===== config.mk =====
export PLATFORM = sky130hd
export DESIGN_NAME = uart_tx
export DESIGN_NICKNAME = d
export VERILOG_FILES = /design/src/rtl/uart_pkg.sv /design/src/rtl/uart_baud_cnt.sv /design/src/rtl/uart_tx.sv
export SDC_FILE = /design/constraint.sdc
export NUM_CORES = 1
export LEC_CHECK = 0
export ABC_AREA = 1
export BUFFER_PORTS_ARGS = -buffer_cell sky130_fd_sc_hd__buf_2
export CORE_UTILIZATION = 60
export CTS_BUF_LIST = sky130_fd_sc_hd__clkbuf_8
export DETAILED_ROUTE_END_ITERATION = 10
export HOLD_SLACK_MARGIN = 0.02
export PLACE_DENSITY = 0.86
export REMOVE_ABC_BUFFERS = 1
export SETUP_SLACK_MARGIN = 0.5
export SLEW_MARGIN = 30
export SYNTH_ARGS = -nofsm -noshare
export SYNTH_HDL_FRONTEND = slang
export SYNTH_SLANG_ARGS = --single-unit
export TNS_END_PERCENT = 100

===== constraint.sdc =====
create_clock -name clk -period 2.3 [get_ports clk]
set_clock_uncertainty 0.15 [all_clocks]
set_input_delay 0.115 -clock clk [delete_from_list [all_inputs] [get_ports clk]]
set_output_delay 0.115 -clock clk [all_outputs]
set_load 0.05 [all_outputs]

===== src/rtl/uart_pkg.sv =====
// Shared types and constants for the UART blocks: FSM state encoding,
// parity mode selectors and the frame-length helper.
package uart_pkg;

    typedef enum logic [2:0] {
        ST_IDLE   = 3'd0,
        ST_START  = 3'd1,
        ST_DATA   = 3'd2,
        ST_PARITY = 3'd3,
        ST_STOP   = 3'd4
    } state_e;

    localparam int PARITY_NONE = 0;
    localparam int PARITY_EVEN = 1;
    localparam int PARITY_ODD  = 2;

    // Bit periods per frame: start + 8 data + optional parity + stop.
    // Unknown parity modes fall back to no parity.
    function automatic int frame_bits(input int parity);
        return (parity == PARITY_EVEN || parity == PARITY_ODD) ? 11 : 10;
    endfunction

endpackage


===== src/rtl/uart_baud_cnt.sv =====
// Bit-period timer: counts 0..CLKS_PER_BIT-1 while enabled and flags the
// last cycle of each bit period with a one-cycle bit_end pulse.
module uart_baud_cnt #(
    parameter int CLKS_PER_BIT = 434
) (
    input  logic clk,
    input  logic reset,
    input  logic clear,
    input  logic enable,
    output logic bit_end
);

    localparam int           W    = $clog2(CLKS_PER_BIT);
    localparam logic [W-1:0] LAST = W'(CLKS_PER_BIT - 1);

    logic [W-1:0] count_q, count_d;

    always_comb begin
        count_d = count_q;
        if (clear) begin
            count_d = '0;
        end else if (enable) begin
            count_d = (count_q == LAST) ? '0 : count_q + W'(1);
        end
    end

    // NOTE: state registers use non-blocking assignments so every flop samples
    // pre-edge values and simulation matches the synthesised hardware.
    always_ff @(posedge clk or posedge reset) begin
        if (reset) begin
            count_q <= '0;
        end else begin
            count_q <= count_d;
        end
    end

    assign bit_end = enable && (count_q == LAST);

endmodule


===== src/rtl/uart_tx.sv =====
// UART transmitter: 8 data bits LSB first, optional even/odd parity, one
// stop bit. Accepts a byte on tx_start in IDLE and pulses tx_done at frame end.
module uart_tx
    import uart_pkg::*;
#(
    parameter int CLKS_PER_BIT = 434,
    parameter int PARITY       = 0
) (
    input  logic       clk,
    input  logic       reset,
    input  logic       tx_start,
    input  logic [7:0] data_in,
    output logic       tx,
    output logic       tx_busy,
    output logic       tx_done
);

    localparam bit HAS_PARITY = (frame_bits(PARITY) == 11);
    localparam bit ODD_PARITY = (PARITY == PARITY_ODD);

    state_e     state_q, state_d;
    logic [7:0] shift_q, shift_d;
    logic [2:0] bit_idx_q, bit_idx_d;
    logic       parity_q, parity_d;
    logic       tx_q, tx_d;
    logic       busy_q, busy_d;
    logic       done_q, done_d;

    logic       baud_clear;
    logic       bit_end;

    // Timer restarts on every state change so each bit gets a full period.
    assign baud_clear = (state_q == ST_IDLE) || (state_d != state_q);

    uart_baud_cnt #(
        .CLKS_PER_BIT(CLKS_PER_BIT)
    ) u_baud_cnt (
        .clk    (clk),
        .reset  (reset),
        .clear  (baud_clear),
        .enable (state_q != ST_IDLE),
        .bit_end(bit_end)
    );

    always_comb begin
        // NOTE: every next-state signal holds its value by default first, so no
        // branch of the case below can leave one unassigned and infer a latch.
        state_d   = state_q;
        shift_d   = shift_q;
        bit_idx_d = bit_idx_q;
        parity_d  = parity_q;
        tx_d      = tx_q;
        busy_d    = busy_q;
        done_d    = 1'b0;

        case (state_q)
            ST_IDLE: begin
                tx_d   = 1'b1;
                busy_d = 1'b0;
                if (tx_start) begin
                    shift_d   = data_in;
                    parity_d  = (^data_in) ^ ODD_PARITY;
                    bit_idx_d = 3'd0;
                    state_d   = ST_START;
                    tx_d      = 1'b0;
                    busy_d    = 1'b1;
                end
            end
            ST_START: begin
                if (bit_end) begin
                    state_d = ST_DATA;
                    tx_d    = shift_q[0];
                end
            end
            ST_DATA: begin
                if (bit_end) begin
                    if (bit_idx_q == 3'd7) begin
                        if (HAS_PARITY) begin
                            state_d = ST_PARITY;
                            tx_d    = parity_q;
                        end else begin
                            state_d = ST_STOP;
                            tx_d    = 1'b1;
                        end
                    end else begin
                        bit_idx_d = bit_idx_q + 3'd1;
                        shift_d   = {1'b0, shift_q[7:1]};
                        tx_d      = shift_q[1];
                    end
                end
            end
            ST_PARITY: begin
                if (bit_end) begin
                    state_d = ST_STOP;
                    tx_d    = 1'b1;
                end
            end
            ST_STOP: begin
                if (bit_end) begin
                    state_d = ST_IDLE;
                    tx_d    = 1'b1;
                    busy_d  = 1'b0;
                    done_d  = 1'b1;
                end
            end
            default: begin
                state_d = ST_IDLE;
                tx_d    = 1'b1;
                busy_d  = 1'b0;
            end
        endcase
    end

    always_ff @(posedge clk or posedge reset) begin
        if (reset) begin
            state_q   <= ST_IDLE;
            shift_q   <= '0;
            bit_idx_q <= '0;
            parity_q  <= 1'b0;
            tx_q      <= 1'b1;
            busy_q    <= 1'b0;
            done_q    <= 1'b0;
        end else begin
            state_q   <= state_d;
            shift_q   <= shift_d;
            bit_idx_q <= bit_idx_d;
            parity_q  <= parity_d;
            tx_q      <= tx_d;
            busy_q    <= busy_d;
            done_q    <= done_d;
        end
    end

    assign tx      = tx_q;
    assign tx_busy = busy_q;
    assign tx_done = done_q;

endmodule


* Word-level counts from Yosys, hierarchy flattened
Index checks and enable logic that the tools add are counted.
** Cells by class
- Divide/modulo/power cells :: 0
- Multiplexer cells :: 29
- Add/subtract/negate cells :: 2
- Magnitude comparators :: 0
- Multipliers :: 0
- Bitwise logic cells :: 1
- Equality and inequality tests :: 13
- Shift operators :: 0
- Reduce and logical (&&, ||, !) cells :: 11
** Operators with widths (number)
- 3-bit 2-to-1 mux :: 9
- 9-bit 2-to-1 mux :: 3
- 8-bit 2-to-1 mux :: 3
- 8-bit case mux with 2 select lines :: 1
- 3-bit case mux with 5 select lines :: 1
- 2-bit inequality test, second input constant :: 5
- 9-bit by 1-bit adder with 9-bit output, second input constant :: 1
- 9-bit == test, second input constant :: 1
- 1-bit 2-to-1 mux :: 9
- 3-bit by 2-bit == test with 1-bit output, second input constant :: 2
- 3-bit == test, second input constant :: 2
- 3-bit case mux with 2 select lines :: 1
- 1-bit case mux with 4 select lines :: 1
- 4-bit AND reduction :: 1
- 2-bit nonzero test :: 2
- 3-bit by 1-bit adder with 3-bit output, second input constant :: 1
- 3-bit by 1-bit == test with 1-bit output, second input constant :: 1
- 3-bit logical NOT :: 1
- 3-bit inequality test :: 1
- 1-bit case mux with 3 select lines :: 1
- 3-bit AND reduction :: 1
- 3-bit nonzero test :: 1
- 3-bit OR reduction :: 1
- 2-bit by 1-bit inequality test with 1-bit output, second input constant :: 1
- 5 further kinds :: 5
** Storage, ports and cells
- Latch bits :: 0
- RAM bits :: 0
- Bits in read-only memories :: 0
- Flip-flop bits (word level) :: 26
- Bits of input ports :: 11
- Output and inout bits :: 3
- Memories kept :: 0
- Word-level logic and storage cells :: 63

* Depth between registers and ports, before layout
Gate-level depths: netlist of the first run.
- Depth in word-level cells :: 7
- Depth in mapped cells :: 10
- Depth with buffers taken out :: 9

* By module
A second synthesis of the first run with hierarchy kept.
** Second synthesis, totals
- Cells, all modules :: 217
- Area, all modules :: 1550.2 µm²
** Modules (own cells, without submodules)
- uart_tx :: seq. area each 426.7 µm², instances 1, area an instance 945.9 µm², cells an instance 132
- uart_baud_cnt :: seq. area each 225.2 µm², instances 1, area an instance 604.3 µm², cells an instance 85

* Worst setup path before layout of the first run
OpenSTA, ideal clock, no wires.
- Path type :: flip-flop to flip-flop
- From :: register u_baud_cnt.count_q[1]
- To :: register bit_idx_q[0]
- Clock period less this slack :: 1518 ps
- Slack :: 782 ps
- Cell stages (with the launch flop) :: 11
- Buffers on the path :: 1
- Setup time :: 117 ps
- Arrival time :: 1251 ps
- Required time :: 2033 ps
- Path through :: dfrtp_1 inv_1 ha_1 nand2_1 nor2_1 nand2_4 nand2_4 nand3_2 buf_6 nand2_1 nand2_1
** On the way
- Word-level cells in the longest chain between the ends :: 4
** RTL lines
- start: declaration :: line uart_baud_cnt.sv:16 : logic [W-1:0] count_q, count_d;
- start signal: assignment :: line uart_baud_cnt.sv:33 : count_q <= count_d;
- 9-bit == test :: line uart_baud_cnt.sv:37 : assign bit_end = enable && (count_q == LAST);
- 1-bit logical AND :: line uart_baud_cnt.sv:37
- 2-bit inequality test (no line)
- 4-bit AND reduction (no line)
- end signal: assignment :: line uart_tx.sv:126 : bit_idx_q <= bit_idx_d;
- end: declaration :: line uart_tx.sv:23 : logic [2:0] bit_idx_q, bit_idx_d;
Every way passes these cells.
A chain may end at the register's enable or synchronous reset.

* Final worst setup path of the first run
- From :: register state_q[2]
- To :: register shift_q[3]
** On the way
- Word-level cells in the longest chain between the ends :: 4
** RTL lines
- start: declaration :: line uart_tx.sv:21 : state_e state_q, state_d;
- start signal: assignment :: line uart_tx.sv:124 : state_q <= state_d;
- 3-bit nonzero test :: line uart_tx.sv:41 : .enable (state_q != ST_IDLE),
- 1-bit logical AND :: line uart_baud_cnt.sv:37
- 2-bit inequality test (no line)
- 4-bit AND reduction (no line)
- end signal: assignment :: line uart_tx.sv:125 : shift_q <= shift_d;
- end: declaration :: line uart_tx.sv:22 : logic [7:0] shift_q, shift_d;
Parallel ways exist; a longest one is shown, timed or not.

==> results.py, run 1 <==
metrics = {
    "run_status": {
        "status": "finished clean",
    },
    "drt": {
        "wire_per_inst_um": 13.5,
        "first_pass_iters": 4,
        "vias": 1339,
        "drc_errors": 0,
        "ant_nets": 0,
        "drt_iter0_markers": 60,
        "vias_per_cell": 5.82,
        "wl_um": 3110,
    },
    "setup_path": {
        "cp_max_fo": 16,
        "worstPathCellList": "inv_4, nand3_4, inv_4, nand2_2, nand3_4, nand2_1, nand2_1",
        "cp.required_ns": 2.36,
        "cp-end-kind": "flop",
        "crit_family": "simple AND/OR/NAND/NOR gates",
        "start_kind": "flop",
        "arrival_ns": 1.76,
        "worstSetupPathType": "flop to flop",
        "crit_slowest_cell": "dfrtp_1",
        "path_buf_inv": 2,
        "slowest_delay_ns": 0.44,
    },
    "die": {
        "num_rows": 17,
        "die_area_um2": 2720,
        "start_util_pct": 65.6,
        "io_pins": 14,
        "core_um2": 2300,
        "die_w_um": 52.1,
        "die_y_um": 52.1,
    },
    "synthesis": {
        "yosysSeqAreaShare_pct": 43.2,
        "async_flop_share_pct": 100,
        "synthTopCellsByCount": "nand2_1, dfrtp_1, nand4_1",
        "ys_warn_count": 0,
        "netlist_instances": 189,
        "synth.ff_latch_count": 26,
        "synth_ff_type": "dfrtp_1",
        "synth_top_cell_by_area": "dfrtp_1",
        "synth_edf_count": 0,
        "synth.area.top_cells": "dfrtp_1, nand2_1, nand4_1, nand3_1, nor2_1",
        "yosysTopAreaCellShare_pct": 41.5,
        "syn_area_per_cell_um2": 7.98,
        "yosysMostFrequentCell": "nand2_1",
        "yosys.cell_types.count": 26,
        "netlist_area_um2": 1510,
    },
    "finish": {
        "diodes": 0,
        "area_growth_syn_to_layout_pct": 11.5,
        "final_area_um2": 1680,
        "drive_gt1_share_pct": 19.8,
        "final_nets": 218,
    },
    "sta": {
        "grt_setup_unrepaired": "no",
        "period_share_pct": 73.9,
        "fmax_ghz": 0.589,
        "setup_tns_ns": 0,
        "setup_viol": 0,
        "worstMarginPinSlew_ns": 0.328,
        "finalMaxSlewViolations": 0,
        "slew_headroom_pct": 78.2,
        "finalHoldViolCount": 0,
        "fin_crit_ns": 1.70,
    },
    "clocking": {
        "cts_made_buffers": 3,
        "worstSkewPairLatency_ns": 0.28,
        "cts_max_level": 1,
        "cts_tree": "done",
        "cts_setup_buffers": 0,
        "clockBufferDepth": 2,
        "root_buffer": "clkbuf_8",
        "path_clk_slew_ns": 0.09,
        "cts_sinks": 26,
    },
    "power_and_ir_drop": {
        "max-vdd-ir-drop_uv": 462,
        "powerDensity_nw_per_um2": 517,
        "leakagePower_nw": 0.843,
    },
    "placement": {
        "place_area_um2": 1560,
        "dp_hpwl_um": 2150,
        "portBuffers": 13,
        "gp_congestion": 0.857,
    },
    "grt": {
        "track_usage_pct": 26.3,
        "antenna_found_initial": 0,
        "grt.overflow.total": 0,
        "grt_pass1_vias": 1294,
        "grt_max_degree": 27,
        "grt_first_pass_wirelength_um": 5230,
    },
    "job": {
        "max_cap_viol_count": 0,
    },
    "min_path": {
        "hold_path.class": "primary input to flop",
    },
}
[state kept, by name, indices dropped and copies added (netlist names)]
| signal | flops |
|---|---|
| tx_done | 1 |
| state_q | 3 |
| tx_busy | 1 |
| tx | 1 |
| bit_idx_q | 3 |
| shift_q | 8 |
| u_baud_cnt.count_q | 9 |
[timing repair]
action / 4_1_cts / 5_1_grt
hold buffers: 2 / 0
resized for setup: 2 / 4
endpoints found under the hold margin: 26 / 0
gates cloned: 0 / 1
endpoints found under the setup margin: 11 / 11
[per-stage QoR]
step                setup WS (ns)  std cells  hold WS (ns)  power, mW  util [%]
floorplan                   0.708        181       0.00428      0.478         -
global placement            0.507        223        0.0284      0.490      67.8
detailed placement          0.448        223        0.0474      0.491      67.8
CTS                         0.545        229        0.0414      0.870      72.2
global route                0.474        230        0.0663      0.892      73.2
finish                      0.601        230        0.0343      0.869      73.2
[placed cells by master (no fill, tap or decap), types with 4 or more instances in the layout]
master	synthesis	final
dfrtp_1	25	23
nand2_2	6	6
inv_1	13	13
nor3_1	4	4
nand4_1	21	21
buf_2	4	13
ha_1	4	4
nand2_1	59	59
nor2_1	14	13
nand3_1	12	12
[cell type report]
cell class                 count  area [um^2]
timing repair buffer          16         92.6
clock inverter                 1         30.0
tap                           28         35.0
multi-input combinational    140          761
fill                         175          616
inverter                      16         67.6
sequential                    26          654
clock buffer                   3         41.3
[final timing paths]
path                                 start            to  slack [ns]  cells after the start
worst max-delay path            state_q[2]    shift_q[3]        0.60                      7
worst max register to register  state_q[2]    shift_q[3]        0.60                      7
min in group asynchronous            reset  bit_idx_q[1]        0.28                      4
worst min register to register     tx_busy       tx_busy        0.34                      2
worst min-delay path            data_in[6]    shift_q[6]        0.03                      5
max in group asynchronous            reset            tx        1.42                      4
[per-layer routing]
| metal | part of all wire [%] | global-route usage [%] |
|---|---|---|
| met1 | 43 | 32.1 |
| met2 | 50 | 47.2 |
| met3 | 5.5 | 2.63 |
| met4 | 1.4 | 10.1 |
| met5 | 0 | 0 |
[where the power goes]
part	internal (mW)	switching, mW	total, mW
Clock	0.233	0.151	0.384
Sequential	0.457	0	0.457
Combinational	0.0120	0.0154	0.0274
[worst reg2reg max path, stage by stage, from the launching register on]
cell and delay [ns]:
dfrtp_1 0.44, inv_4 0.17, nand3_4 0.21, inv_4 0.15
nand2_2 0.19, nand3_4 0.18, nand2_1 0.08, nand2_1 0.07
[cell families after synthesis]
logic type	Yosys count	share of synthesized area [%]
AO/OA/AOI/OAI	6	1.99
XOR/XNOR	2	1.16
adder cells (fa/ha/maj)	4	3.32
buffers and inverters	24	8.13
flip-flops	26	43.2
AND/OR/NAND/NOR	127	42.2
No activity file was read; power rests on OpenSTA's default activity.
==> inputs of run 2 (changes only) <==
==> constraint.sdc (replaced) <==
create_clock -name clk -period 1.8 [get_ports clk]
set_clock_uncertainty 0.15 [all_clocks]
set_input_delay 0.09 -clock clk [delete_from_list [all_inputs] [get_ports clk]]
set_output_delay 0.09 -clock clk [all_outputs]
set_load 0.05 [all_outputs]
==> run 2 against run 1 <==
  * The flow now finishes with violations (hold timing)
  * Worst hold slack worse by 0.056 ns
  * Sequential cell count unchanged
  * Critical path type unchanged
  * Maximum frequency up 6.4%
  * Cell area up 25%
  * Sequential share of layout area down 7.6 points
  * Worst setup slack worse by 0.40 ns
  * Clock power about the same
  * Non-clock buffer count up 26
  * Final cell count up 12%
  * Largest power group unchanged
==> results.py, run 2 (synthesized netlist as in run 1, its figures left out) <==
metrics = {
    "die": {
        "die_w_um": 52.1,
        "die_area_um2": 2720,
        "start_util_pct": 65.6,
        "io_pins": 14,
        "die_y_um": 52.1,
        "core_um2": 2300,
        "num_rows": 17,
    },
    "clocking": {
        "cts_sinks": 26,
        "cts_max_level": 1,
        "clockBufferDepth": 2,
        "cts_made_buffers": 3,
        "root_buffer": "clkbuf_8",
        "hold_buffers": 7,
        "cts_tree": "done",
        "path_clk_slew_ns": 0.09,
        "worstSkewPairLatency_ns": 0.27,
    },
    "setup_path": {
        "arrival_ns": 1.64,
        "r2r-start": "u_baud_cnt.count_q[0]",
        "start_kind": "flop",
        "cp.required_ns": 1.84,
        "cp_max_fo": 6,
        "cp-end-kind": "flop",
        "crit_start": "u_baud_cnt.count_q[0]",
        "worstSetupPathType": "flop to flop",
    },
    "drt": {
        "ant_nets": 0,
        "drc_errors": 0,
        "wl_um": 5010,
        "wire_per_inst_um": 19.5,
        "vias": 1603,
        "vias_per_cell": 6.24,
        "drt_iter0_markers": 64,
        "first_pass_iters": 4,
    },
    "placement": {
        "portBuffers": 13,
        "place_ws_ns": 0.0546,
        "dp_hpwl_um": 2250,
        "place_area_um2": 1600,
        "gp_congestion": 0.927,
        "dp.cells": 229,
    },
    "finish": {
        "fin_cells": 257,
        "final_area_um2": 2100,
        "drive_gt1_share_pct": 40.6,
        "regMostFlops": "u_baud_cnt.count_q",
        "mostFrequentLayoutCells": "nand2_1, nand4_1, dfrtp_1",
        "area_growth_syn_to_layout_pct": 39.2,
        "largest_reg_flops": 9,
        "final_nets": 245,
        "diodes": 0,
        "final_common_cell": "nand2_1",
        "reg.largest.list": "u_baud_cnt.count_q: 9 flops, shift_q: 8 flops",
    },
    "grt": {
        "grt_pass1_vias": 1595,
        "antenna_found_initial": 0,
        "grt_first_pass_wirelength_um": 6960,
        "grt_max_degree": 27,
        "track_usage_pct": 35.1,
        "grt.overflow.total": 0,
    },
    "run_status": {
        "violations": "hold timing",
        "status": "complete, but fails checks",
    },
    "sta": {
        "fmax_ghz": 0.626,
        "setup_tns_ns": 0,
        "slew_headroom_pct": 77.0,
        "worstMarginPinSlew_ns": 0.345,
        "grt_setup_unrepaired": "yes",
        "whs_ns": -0.0221,
        "period_share_pct": 88.7,
        "finalMaxSlewViolations": 0,
        "fin_ws_ns": 0.203,
        "finalHoldViolCount": 2,
        "setup_viol": 0,
        "fin_crit_ns": 1.60,
    },
    "power_and_ir_drop": {
        "powerDensity_nw_per_um2": 484,
        "leakagePower_nw": 1.02,
        "max-vdd-ir-drop_uv": 526,
    },
    "job": {
        "max_cap_viol_count": 0,
    },
    "min_path": {
        "worstHoldStart": "tx_start",
        "hold_path.class": "primary input to flop",
    },
}
## run 2: cell types whose count changed in the layout (fill, tap and decap cells not counted), moves of 3 or more
cell	delta
dlygate4sd3_1	+5
nand2_8	+3
nand3_2	+4
nand3_1	-4
ha_1	-4
buf_4	+17
nand2_2	+5
ha_4	+3
nand2_1	-9
inv_4	-3
inv_2	+3
buf_6	+4
nor2_4	+3
nor2_1	-4
## run 2: final timing paths
kind / end / slack [ns] / cells past startpoint
setup / recovery: u_baud_cnt.count_q[2] / 0.20 / 7
hold / removal: tx_busy / -0.02 / 3
setup reg to reg: u_baud_cnt.count_q[2] / 0.20 / 7
hold reg to reg: tx_busy / 0.32 / 2
max in group asynchronous: tx / 0.92 / 4
min in group asynchronous: bit_idx_q[1] / 0.27 / 4
## run 2: metrics by stage
stage          total power, mW  utilization (%)
2_1_floorplan            0.610                -
3_3_place_gp             0.626             69.8
3_5_place_dp             0.627             69.8
4_1_cts                   1.01             83.2
5_1_grt                   1.04             91.3
6_report                  1.02             91.3
## run 2: worst max-delay path, stage by stage, from the launching register on
cell and delay (ns):
dfrtp_2 0.47, ha_4 0.20, nand2_4 0.06, nor2_4 0.04, nand2_4 0.16, buf_8 0.16
nand2_8 0.07, nor3b_2 0.20
## run 2: area by class of cell
| type | count | area (um^2) |
|---|---|---|
| Clock buffer | 4 | 55.1 |
| Timing Repair Buffer | 42 | 325 |
| Multi-Input combinational cell | 141 | 956 |
| Tap cell | 28 | 35.0 |
| Fill cell | 88 | 199 |
| Sequential cell | 26 | 657 |
| Inverter | 16 | 70.1 |
## run 2: timing repair
action | 4_1_cts | 5_1_grt
pin swaps | 11 | 11
resized for setup | 25 | 37
endpoints found under the setup margin | 27 | 26
setup buffers | 9 | 5
gates cloned | 2 | 1
endpoints found under the hold margin | 34 | 2
## run 2: per-layer routing
metal	vias up	share of wire (%)	global-route usage, %	routed length [um]
li1	707	-	-	-
met2	101	51	62.6	2550
met3	22	6.5	5.56	326
met4	0	3.9	16.2	193
met1	773	39	40.7	1940
met5	-	0	0	0
## run 2: where the power goes
group / total (mW) / switching (mW) / internal [mW]
registers: 0.584 / 0 / 0.584
logic: 0.0457 / 0.0232 / 0.0225
clock network: 0.386 / 0.190 / 0.196
total: 1.02 / 0.213 / 0.802
==> inputs of run 3 (changes only) <==
--- a/config.mk
+++ b/config.mk
@@ -14,6 +14,7 @@
 export PLACE_DENSITY = 0.86
 export REMOVE_ABC_BUFFERS = 1
 export SETUP_SLACK_MARGIN = 0.5
+export SKIP_CTS_REPAIR_TIMING = 1
 export SLEW_MARGIN = 30
 export SYNTH_ARGS = -nofsm -noshare
 export SYNTH_HDL_FRONTEND = slang
==> constraint.sdc (replaced) <==
create_clock -name clk -period 1.8 [get_ports clk]
set_clock_uncertainty 0.15 [all_clocks]
set_input_delay 0 -clock clk [delete_from_list [all_inputs] [get_ports clk]]
set_output_delay 0 -clock clk [all_outputs]
set_load 0.05 [all_outputs]
==> run 3 against run 2 <==
  * The run still ends with hold timing left
  * Critical path depth increased by 2
  * Worst hold slack lost 0.031 ns
  * Sequential share of layout area is 1.4 points higher
  * Register-to-register slack worse by 0.04 ns
  * Highest routed layer unchanged
==> results.py, run 3 (synthesized netlist as in run 1, its figures left out) <==
metrics = {
    "run_status": {
        "status": "complete, but fails checks",
        "violations": "hold timing",
    },
    "finish": {
        "diodes": 0,
        "fin_cells": 255,
        "mostFrequentLayoutCells": "nand2_1, dfrtp_1, nand4_1",
        "area_growth_syn_to_layout_pct": 32.6,
        "final_common_cell": "nand2_1",
        "drive_gt1_share_pct": 33.9,
        "largest_reg_flops": 9,
        "reg.largest.list": "u_baud_cnt.count_q: 9 flops, shift_q: 8 flops",
        "fill_cells": 107,
        "regMostFlops": "u_baud_cnt.count_q",
        "final_area_um2": 2000,
        "final_nets": 243,
    },
    "power_and_ir_drop": {
        "netSwitchingFraction_pct": 20.4,
        "leakagePower_nw": 0.992,
        "combinationalPowerShare_pct": 4.5,
        "max-vdd-ir-drop_uv": 438,
        "power_frac_clock_pct": 44.3,
        "powerDensity_nw_per_um2": 570,
        "finalPower_mw": 1.14,
        "seq_power_share_pct": 51.2,
        "p_int_mw": 0.907,
        "switchingPower_mw": 0.233,
    },
    "placement": {
        "gp_congestion": 0.935,
        "portBuffers": 13,
        "place_area_um2": 1600,
        "dp_hpwl_um": 2360,
        "dp.cells": 229,
    },
    "clocking": {
        "root_buffer": "clkbuf_8",
        "cts_made_buffers": 3,
        "clockBufferDepth": 2,
        "path_clk_slew_ns": 0.10,
        "cts_tree": "done",
        "worstSkewPairLatency_ns": 0.28,
        "cts_sinks": 26,
        "cts_max_level": 1,
    },
    "sta": {
        "setup_tns_ns": 0,
        "period_share_pct": 90.9,
        "finalMaxSlewViolations": 0,
        "grt_setup_unrepaired": "yes",
        "setup_viol": 0,
        "fin_crit_ns": 1.64,
        "worstMarginPinSlew_ns": 0.645,
        "fmax_ghz": 0.611,
        "slew_headroom_pct": 56.9,
        "finalHoldViolCount": 2,
        "whs_ns": -0.0535,
    },
    "die": {
        "die_w_um": 52.1,
        "die_area_um2": 2720,
        "num_rows": 17,
        "start_util_pct": 65.6,
        "core_um2": 2300,
        "io_pins": 14,
        "die_y_um": 52.1,
    },
    "setup_path": {
        "cp_max_fo": 8,
        "cp-end-kind": "flop",
        "worstSetupPathType": "flop to flop",
        "start_kind": "flop",
        "arrival_ns": 1.66,
        "cp.required_ns": 1.83,
    },
    "grt": {
        "track_usage_pct": 28.0,
        "grt_max_degree": 17,
        "grt_pass1_vias": 1276,
        "grt.overflow.total": 0,
        "antenna_found_initial": 0,
        "grt_first_pass_wirelength_um": 5580,
    },
    "drt": {
        "drc_errors": 0,
        "first_pass_iters": 5,
        "ant_nets": 0,
        "drt_iter0_markers": 127,
        "wl_um": 4850,
        "wire_per_inst_um": 19.0,
        "vias": 1641,
        "vias_per_cell": 6.44,
    },
    "job": {
        "max_cap_viol_count": 0,
    },
    "min_path": {
        "hold_path.class": "primary input to flop",
    },
}
run 3: final cells by class:
cell class,count,area [um^2],area share (%)
tap,28,35.0,1.75
multi-input combinational,141,876,43.8
timing repair buffer,40,298,14.9
sequential,26,654,32.7
inverter,16,65.1,3.25
clock buffer,3,41.3,2.07
clock inverter,1,30.0,1.50
run 3: power by group through the flow:
stage / registers [mW] / clock network (mW) / logic, mW
6_report: 0.584 / 0.505 / 0.0510
5_1_grt: 0.584 / 0.515 / 0.0552
4_1_cts: 0.584 / 0.488 / 0.0322
3_5_place_dp: 0.595 / 0 / 0.0323
3_3_place_gp: 0.595 / 0 / 0.0311
2_1_floorplan: 0.595 / 0 / 0.0153
run 3: final timing paths:
| kind | slack, ns | depth (start not counted) | end | from |
|---|---|---|---|---|
| max in group asynchronous | 0.68 | 4 | state_q[0] | reset |
| min in group asynchronous | 0.18 | 3 | u_baud_cnt.count_q[4] | reset |
| worst max register to register | 0.16 | 9 | shift_q[6] | u_baud_cnt.count_q[1] |
| worst max-delay path | 0.16 | 9 | shift_q[6] | u_baud_cnt.count_q[1] |
| worst min register to register | 0.33 | 2 | tx_busy | tx_busy |
| worst min-delay path | -0.05 | 3 | state_q[0] | tx_start |
run 3: worst max-delay path: stages (launching register included):
cell and delay [ns]:
dfrtp_1 0.41, inv_1 0.07, ha_2 0.18, nand2_2 0.07
nor2_4 0.11, nand2_4 0.10, nand2_4 0.13, nand3_4 0.13
nand2_1 0.11, nand2_1 0.07
run 3: through the flow:
stage	hold slack, ns	setup slack (ns)	utilization [%]
floorplan	-0.111	0.208	-
global placement	-0.0720	0.142	69.8
detailed placement	-0.0539	0.0620	69.8
CTS	-0.360	0.0464	72.9
global route	-0.0329	0.0738	87.0
finish	-0.0535	0.163	87.0
run 3: per-layer routing:
metal | global-route usage [%] | vias to the layer above | wire length [um]
met5 | 0 | - | 0
li1 | - | 702 | -
met4 | 11.4 | 0 | 161
met2 | 45.9 | 146 | 2390
met3 | 4.09 | 25 | 507
met1 | 36.8 | 768 | 1790
